**config.mk**
```make
export PLATFORM = sky130hd
export DESIGN_NAME = tc_pl_cap_gain_seq
export DESIGN_NICKNAME = d
export VERILOG_FILES = /design/src/rtl/tc_pl_cap_pkg.sv /design/src/rtl/tc_pl_cap_down_cnt.sv /design/src/rtl/tc_pl_cap_gain_seq.sv
export SDC_FILE = /design/constraint.sdc
export NUM_CORES = 1
export LEC_CHECK = 0
export CAP_MARGIN = 25
export CORE_AREA = 2 2 240 242
export DETAILED_ROUTE_END_ITERATION = 8
export DIE_AREA = 0 0 242 244
export HOLD_SLACK_MARGIN = 0.06
export PLACE_DENSITY = 0.52
export SLEW_MARGIN = 20
export SYNTH_ARGS = -nofsm -noshare
export SYNTH_HDL_FRONTEND = slang
export SYNTH_SLANG_ARGS = --single-unit
```
**constraint.sdc**
```tcl
create_clock -name clk125 -period 7.8 [get_ports clk125]
set_input_delay 2.34 -clock clk125 [delete_from_list [all_inputs] [get_ports clk125]]
set_output_delay 2.34 -clock clk125 [all_outputs]
set_load 0.02 [all_outputs]
```
**src/rtl/tc_pl_cap_pkg.sv**
```systemverilog
// Shared definitions for the capture gain sequencer: state encoding and default widths.
// The capture GP config register block sizes its buses with the same widths.
package tc_pl_cap_pkg;

    localparam int unsigned CapCycW  = 18;
    localparam int unsigned CapDelW  = 32;
    localparam int unsigned CapDacW  = 32;
    localparam int unsigned CapLmhW  = 6;
    localparam int unsigned CapRlyW  = 4;
    localparam int unsigned CapGnW   = 3;
    localparam int unsigned NumGains = 4;

    typedef enum logic [2:0] {
        StIdle,
        StSetup,
        StLddel,
        StRun,
        StDone
    } cap_state_e;

endpackage

```
**src/rtl/tc_pl_cap_down_cnt.sv**
```systemverilog
// Loadable down-counter with zero flag; decrement stops at zero.
module tc_pl_cap_down_cnt
    import tc_pl_cap_pkg::*;
#(
    parameter int unsigned W = CapDelW
) (
    input  logic         clk125,
    input  logic         rst,
    input  logic         load,
    input  logic         dec,
    input  logic [W-1:0] load_val,
    output logic         zero
);

    logic [W-1:0] cnt_q;

    always_ff @(posedge clk125 or posedge rst) begin
        if (rst) begin
            cnt_q <= '0;
        end else if (load) begin
            cnt_q <= load_val;
        end else if (dec && (cnt_q != '0)) begin
            cnt_q <= cnt_q - W'(1);
        end
    end

    assign zero = (cnt_q == '0);

endmodule

```
**src/rtl/tc_pl_cap_gain_seq.sv**
```systemverilog
// Capture gain sequencer: steps gains 0..gn, per gain drives relay/lmh/DAC, waits settle and
// LD delay, fires ld_trig, then dwells. cap_cing freezes the upstream config while busy.
module tc_pl_cap_gain_seq
    import tc_pl_cap_pkg::*;
#(
    parameter int unsigned CYC_W = CapCycW,
    parameter int unsigned DEL_W = CapDelW,
    parameter int unsigned DAC_W = CapDacW,
    parameter int unsigned LMH_W = CapLmhW,
    parameter int unsigned RLY_W = CapRlyW,
    parameter int unsigned GN_W  = CapGnW
) (
    input  logic                  clk125,
    input  logic                  rst,
    input  logic                  cap_start,
    input  logic                  cap_abort,
    input  logic [GN_W-1:0]       cap_gain_number,
    input  logic [DEL_W-1:0]      cap_gain_del,
    input  logic [4*CYC_W-1:0]    cap_cycle_bus,
    input  logic [4*DEL_W-1:0]    cap_lddel_bus,
    input  logic [4*DAC_W-1:0]    cap_daca_bus,
    input  logic [4*DAC_W-1:0]    cap_dacb_bus,
    input  logic [4*LMH_W-1:0]    cap_lmh_bus,
    input  logic [4*RLY_W-1:0]    cap_relay_bus,
    output logic                  cap_cing,
    output logic [1:0]            gain_idx,
    output logic [DAC_W-1:0]      dac_a,
    output logic [DAC_W-1:0]      dac_b,
    output logic [LMH_W-1:0]      lmh,
    output logic [RLY_W-1:0]      relay,
    output logic                  ld_trig,
    output logic                  cap_done
);

    localparam logic [GN_W-1:0] GnMax = GN_W'(NumGains - 1);

    // Per-gain views of the upstream buses; no local copies since upstream is frozen.
    logic [CYC_W-1:0] cyc_arr   [NumGains];
    logic [DEL_W-1:0] lddel_arr [NumGains];
    logic [DAC_W-1:0] daca_arr  [NumGains];
    logic [DAC_W-1:0] dacb_arr  [NumGains];
    logic [LMH_W-1:0] lmh_arr   [NumGains];
    logic [RLY_W-1:0] relay_arr [NumGains];

    for (genvar g = 0; g < NumGains; g++) begin : g_slice
        assign cyc_arr[g]   = cap_cycle_bus[g*CYC_W +: CYC_W];
        assign lddel_arr[g] = cap_lddel_bus[g*DEL_W +: DEL_W];
        assign daca_arr[g]  = cap_daca_bus[g*DAC_W +: DAC_W];
        assign dacb_arr[g]  = cap_dacb_bus[g*DAC_W +: DAC_W];
        assign lmh_arr[g]   = cap_lmh_bus[g*LMH_W +: LMH_W];
        assign relay_arr[g] = cap_relay_bus[g*RLY_W +: RLY_W];
    end

    // Counter preload so a state lasts max(n,1) cycles.
    function automatic logic [DEL_W-1:0] span_m1(input logic [DEL_W-1:0] n);
        return (n == '0) ? '0 : n - DEL_W'(1);
    endfunction

    cap_state_e       state_q, state_d;
    logic [1:0]       idx_q, idx_d;
    logic [1:0]       gn_q, gn_d;
    logic [DEL_W-1:0] gd_q, gd_d;
    logic             ld_trig_q, ld_trig_d;
    logic [DAC_W-1:0] dac_a_q, dac_b_q;
    logic [LMH_W-1:0] lmh_q;
    logic [RLY_W-1:0] relay_q;

    logic             cnt_load, cnt_dec, cnt_zero;
    logic [DEL_W-1:0] cnt_val;
    logic             fld_load, fld_clr;

    tc_pl_cap_down_cnt #(
        .W (DEL_W)
    ) u_cnt (
        .clk125   (clk125),
        .rst      (rst),
        .load     (cnt_load),
        .dec      (cnt_dec),
        .load_val (cnt_val),
        .zero     (cnt_zero)
    );

    always_comb begin
        state_d   = state_q;
        idx_d     = idx_q;
        gn_d      = gn_q;
        gd_d      = gd_q;
        cnt_load  = 1'b0;
        cnt_dec   = 1'b0;
        cnt_val   = '0;
        fld_load  = 1'b0;
        fld_clr   = 1'b0;
        ld_trig_d = 1'b0;
        unique case (state_q)
            StIdle: begin
                if (cap_start) begin
                    state_d  = StSetup;
                    idx_d    = 2'd0;
                    gn_d     = (cap_gain_number > GnMax) ? 2'd3 : cap_gain_number[1:0];
                    gd_d     = cap_gain_del;
                    cnt_load = 1'b1;
                    cnt_val  = span_m1(cap_gain_del);
                    fld_load = 1'b1;
                end
            end
            StSetup: begin
                if (cnt_zero) begin
                    state_d  = StLddel;
                    cnt_load = 1'b1;
                    cnt_val  = span_m1(lddel_arr[idx_q]);
                end else begin
                    cnt_dec = 1'b1;
                end
            end
            StLddel: begin
                if (cnt_zero) begin
                    state_d   = StRun;
                    cnt_load  = 1'b1;
                    cnt_val   = span_m1(DEL_W'(cyc_arr[idx_q]));
                    ld_trig_d = 1'b1;
                end else begin
                    cnt_dec = 1'b1;
                end
            end
            StRun: begin
                if (cnt_zero) begin
                    if (idx_q == gn_q) begin
                        state_d = StDone;
                    end else begin
                        state_d  = StSetup;
                        idx_d    = idx_q + 2'd1;
                        cnt_load = 1'b1;
                        cnt_val  = span_m1(gd_q);
                        fld_load = 1'b1;
                    end
                end else begin
                    cnt_dec = 1'b1;
                end
            end
            StDone: begin
                state_d = StIdle;
                idx_d   = 2'd0;
                fld_clr = 1'b1;
            end
            default: begin
                state_d = StIdle;
                idx_d   = 2'd0;
                fld_clr = 1'b1;
            end
        endcase
        // Abort overrides everything, including a same-cycle start.
        if (cap_abort) begin
            state_d   = StIdle;
            idx_d     = 2'd0;
            cnt_load  = 1'b1;
            cnt_val   = '0;
            cnt_dec   = 1'b0;
            fld_load  = 1'b0;
            fld_clr   = 1'b1;
            ld_trig_d = 1'b0;
        end
    end

    always_ff @(posedge clk125 or posedge rst) begin
        if (rst) begin
            state_q   <= StIdle;
            idx_q     <= 2'd0;
            gn_q      <= 2'd0;
            gd_q      <= '0;
            ld_trig_q <= 1'b0;
        end else begin
            state_q   <= state_d;
            idx_q     <= idx_d;
            gn_q      <= gn_d;
            gd_q      <= gd_d;
            ld_trig_q <= ld_trig_d;
        end
    end

    always_ff @(posedge clk125 or posedge rst) begin
        if (rst) begin
            dac_a_q <= '0;
            dac_b_q <= '0;
            lmh_q   <= '0;
            relay_q <= '0;
        end else if (fld_clr) begin
            dac_a_q <= '0;
            dac_b_q <= '0;
            lmh_q   <= '0;
            relay_q <= '0;
        end else if (fld_load) begin
            dac_a_q <= daca_arr[idx_d];
            dac_b_q <= dacb_arr[idx_d];
            lmh_q   <= lmh_arr[idx_d];
            relay_q <= relay_arr[idx_d];
        end
    end

    assign cap_cing = (state_q != StIdle);
    assign cap_done = (state_q == StDone);
    assign gain_idx = idx_q;
    assign ld_trig  = ld_trig_q;
    assign dac_a    = dac_a_q;
    assign dac_b    = dac_b_q;
    assign lmh      = lmh_q;
    assign relay    = relay_q;

endmodule
```
==> summary.txt <==
Status
  – Status: completed

Worst setup path
  – Required @ worst endpoint: 8150 ps
  – Kind of critical path: in -> reg
  – Delay-heaviest family, CP: simple AND/OR/NAND/NOR gates
  – Slowest stage delay, CP: 640 ps
  – Worst Setup Start Kind: input pin
  – Critical-path top delay cell: nor4_1
  – Crit path capture type: flop
  – CP max FO: 12
  – CP Data Arrival Time: 5810 ps
  – Cell Chain, Critical Path: clkdlybuf4s50_1 > mux4_2 > inv_1 > ha_1 > nor3b_2 > nand3_2 > nor4_1 > a2111oi_4 > a221oi_1 > o22ai_1 > o21a_1
  – Bufs and invs on worst path: 2

Logic synthesis
  – Async SR Flop Fraction: 100.0%
  – Syn_area_per_cell: 8.528 um2
  – Synth unique cells: 78
  – Commonest cells post-synth: nand2_1 (214), dfrtp_1 (146), nand3_1 (93)
  – Seq/Total Area, Yosys: 28.22%
  – #FFs+latches synth: 146
  – EDFF count, synth: 0
  – Mapped Area: 0.01294 mm2
  – Area leader, netlist: dfrtp_1
  – Most common cell in the netlist: nand2_1
  – Post-synth top flop: dfrtp_1
  – Synth warn: 0
  – Synth Instances: 1,518
  – Syn_nets: 2,061
  – Dominant cells by area after synthesis: dfrtp_1 (28%), mux4_2 (8.7%), nand2_1 (6.2%), mux2i_1 (5.7%), o211ai_1 (4.6%)
  – Synth top area share: 28.22%

Global route
  – Largest net degree at the start of global routing: 81
  – First-pass GRT wire length: 98.97 mm
  – Vias in the first global route: 15,010
  – Initial antenna violation count: 4
  – Overflow after GRT: 0
  – All-layer global routing usage: 22.23%

Floorplanning
  – Die span in x: 242 um
  – Die area: 0.05905 mm2
  – Io pins: 614
  – Initial core utilization: 23.05%
  – Die H: 244 um
  – Core Area: 0.05617 mm2
  – Site Rows: 87

Clock network
  – Number of setup buffers added after CTS: 0
  – Clock-pin slew on the worst setup and hold paths: 70 ps
  – Clk buf depth: 2
  – Worst skew pair latency: 460 ps
  – Root Driver: clkbuf_16
  – Cts repair resizes: 0
  – CTS tree: yes
  – H-tree depth: 4
  – Post-CTS Hold Buffers: 0
  – Num CTS Buffers: 17
  – CTS sink cnt: 146

Worst hold path
  – Worst hold-check path type: reg -> reg

Detailed routing
  – Routed Antenna Nets: 0
  – DR WL/cell: 23.96 um
  – DR vias/cell: 5.195
  – Drt drc: 0
  – Initial DRC count: 1,105
  – Pre-antenna DRT Iters: 5
  – Post-Route WL: 67.87 mm
  – Vias: 14,710

STA
  – Final setup fails: 0
  – Least-Margin Pin Slew: 1103 ps
  – Unrepaired setup endpoints after global routing: false
  – Layout Skew: 13.30 ps
  – Period minus WS final: 5460 ps
  – Slew margin rel.: 26.12%
  – Final Slew Violations: 0
  – Hold Vio Cnt, Final: 0
  – Worst setup margin: 2340 ps
  – Post-route clock period utilization: 70.00%
  – Fmax: 183.1 MHz
  – Setup TNS Final: 0 ps

Layout
  – Ratio of cells with drive above 1 in the final layout: 7.963%
  – Nets: 2,603
  – Layout area overhead: 57.83%
  – Final core occ: 36.37%

Power and ir drop
  – Static Leak: 0.007279 uW
  – Worst IR Drop VDD: 164.0 uV
  – Total power: 4207 uW
  – Pwr dens: 205.9 mW/mm2

Placement
  – Hpwl dp: 52.88 mm
  – GPL Wtd Cong: 0.9458
  – Port bufs: 613
  – Setup Slack @ Placement: 1904 ps

Run
  – Max cap viols: 0
## worst register-to-register path, delay by kind of cell (launching register included)
| kind | cells | cell delay [ps] |
|---|---|---|
| adder cells (fa/ha/maj) | 1 | 170 |
| buffers and inverters | 2 | 680 |
| flip-flops | 1 | 820 |
| multiplexers | 1 | 700 |
| AND/OR/NAND/NOR | 3 | 1230 |
| AO/OA/AOI/OAI | 4 | 1020 |
## metrics by stage
stage / instance area [um2] / hold WS, ps / instances
floorplan: 12940 / 459.6 / 1518
CTS: 20420 / 514.9 / 2828
global route: 20430 / 527.3 / 2831
finish: 20430 / 510.0 / 2832
global placement: 19790 / 484.5 / 2795
detailed placement: 19840 / 498.2 / 2797
## cells in the final DEF, fill, tap and decap left out, types with 34 or more instances in the layout
cell             netlist  layout
clkdlybuf4s50_1        0     613
nand2_1              214     213
dfrtp_1              146     144
nand3_1               93      93
o21ai_0               92      92
nor2_1                92      90
o211ai_1              79      79
a21o_1                77      77
mux2i_1               74      74
xor2_1                57      57
mux4_2                50      50
xnor2_1               49      49
nor3_1                36      34
## kinds of logic (layout without fill, tap and decap cells)
kind of cell	count (synthesis)	after routing	synth area share, %
compound gates	411	411	21.83
flops	146	146	28.22
simple gates	591	591	23.18
buf+inv	132	686	4.407
other cells	0	4	0
fa+ha+maj	8	8	0.7733
xor+xnor	106	106	7.172
mux	124	124	14.42
## path summary, 6_finish.rpt
kind / cells after the start / startpoint / slack [ps] / endpoint
min: 2 / dac_a[26]$_DFFE_PP0P_ / 510 / dac_a[26]$_DFFE_PP0P_
min in group asynchronous: 2 / rst / 2350 / relay[3]$_DFFE_PP0P_
max: 11 / cap_lddel_bus[96] / 2340 / u_cnt.cnt_q[11]$_DFFE_PP0P_
max reg2reg: 11 / gain_idx[0]$_DFF_PP0_ / 3060 / u_cnt.cnt_q[11]$_DFFE_PP0P_
min reg2reg: 2 / dac_a[26]$_DFFE_PP0P_ / 510 / dac_a[26]$_DFFE_PP0P_
max in group asynchronous: 3 / rst / 4430 / gain_idx[1]$_DFF_PP0_
## per-layer routing
layer / up-vias / track usage (%) / part of all wire (%)
met5: - / 0 / 0.019
met4: 2 / 5.047 / 1.5
met3: 52 / 5.147 / 6.5
met2: 518 / 38.08 / 50
met1: 7351 / 28.35 / 42
li1: 6790 / - / -
## flip-flops by register name (all words and copies together) (netlist names)
| name | count |
|---|---|
| gd_q | 32 |
| relay | 4 |
| dac_a | 32 |
| gain_idx | 2 |
| ld_trig | 1 |
| u_cnt.cnt_q | 32 |
| gn_q | 2 |
| lmh | 6 |
| state_q | 3 |
| dac_b | 32 |
## cell type report
type	instances	area, um2
tap	756	945.9
inverter	18	72.57
clock buffer	18	429.2
sequential	146	3659
antenna	4	10.01
fill	5926	35740
timing repair buffer	637	6374
multi-input combinational	1240	8788
clock inverter	13	152.6
## report_power, final
part / switching [uW] / leakage [uW] / total (uW) / internal [uW]
Clock: 398 / 0.000274 / 874 / 476
Combinational: 1180 / 0.00508 / 2110 / 924
Sequential: 250 / 0.00193 / 1230 / 977
No activity file was read; power rests on OpenSTA's default activity.
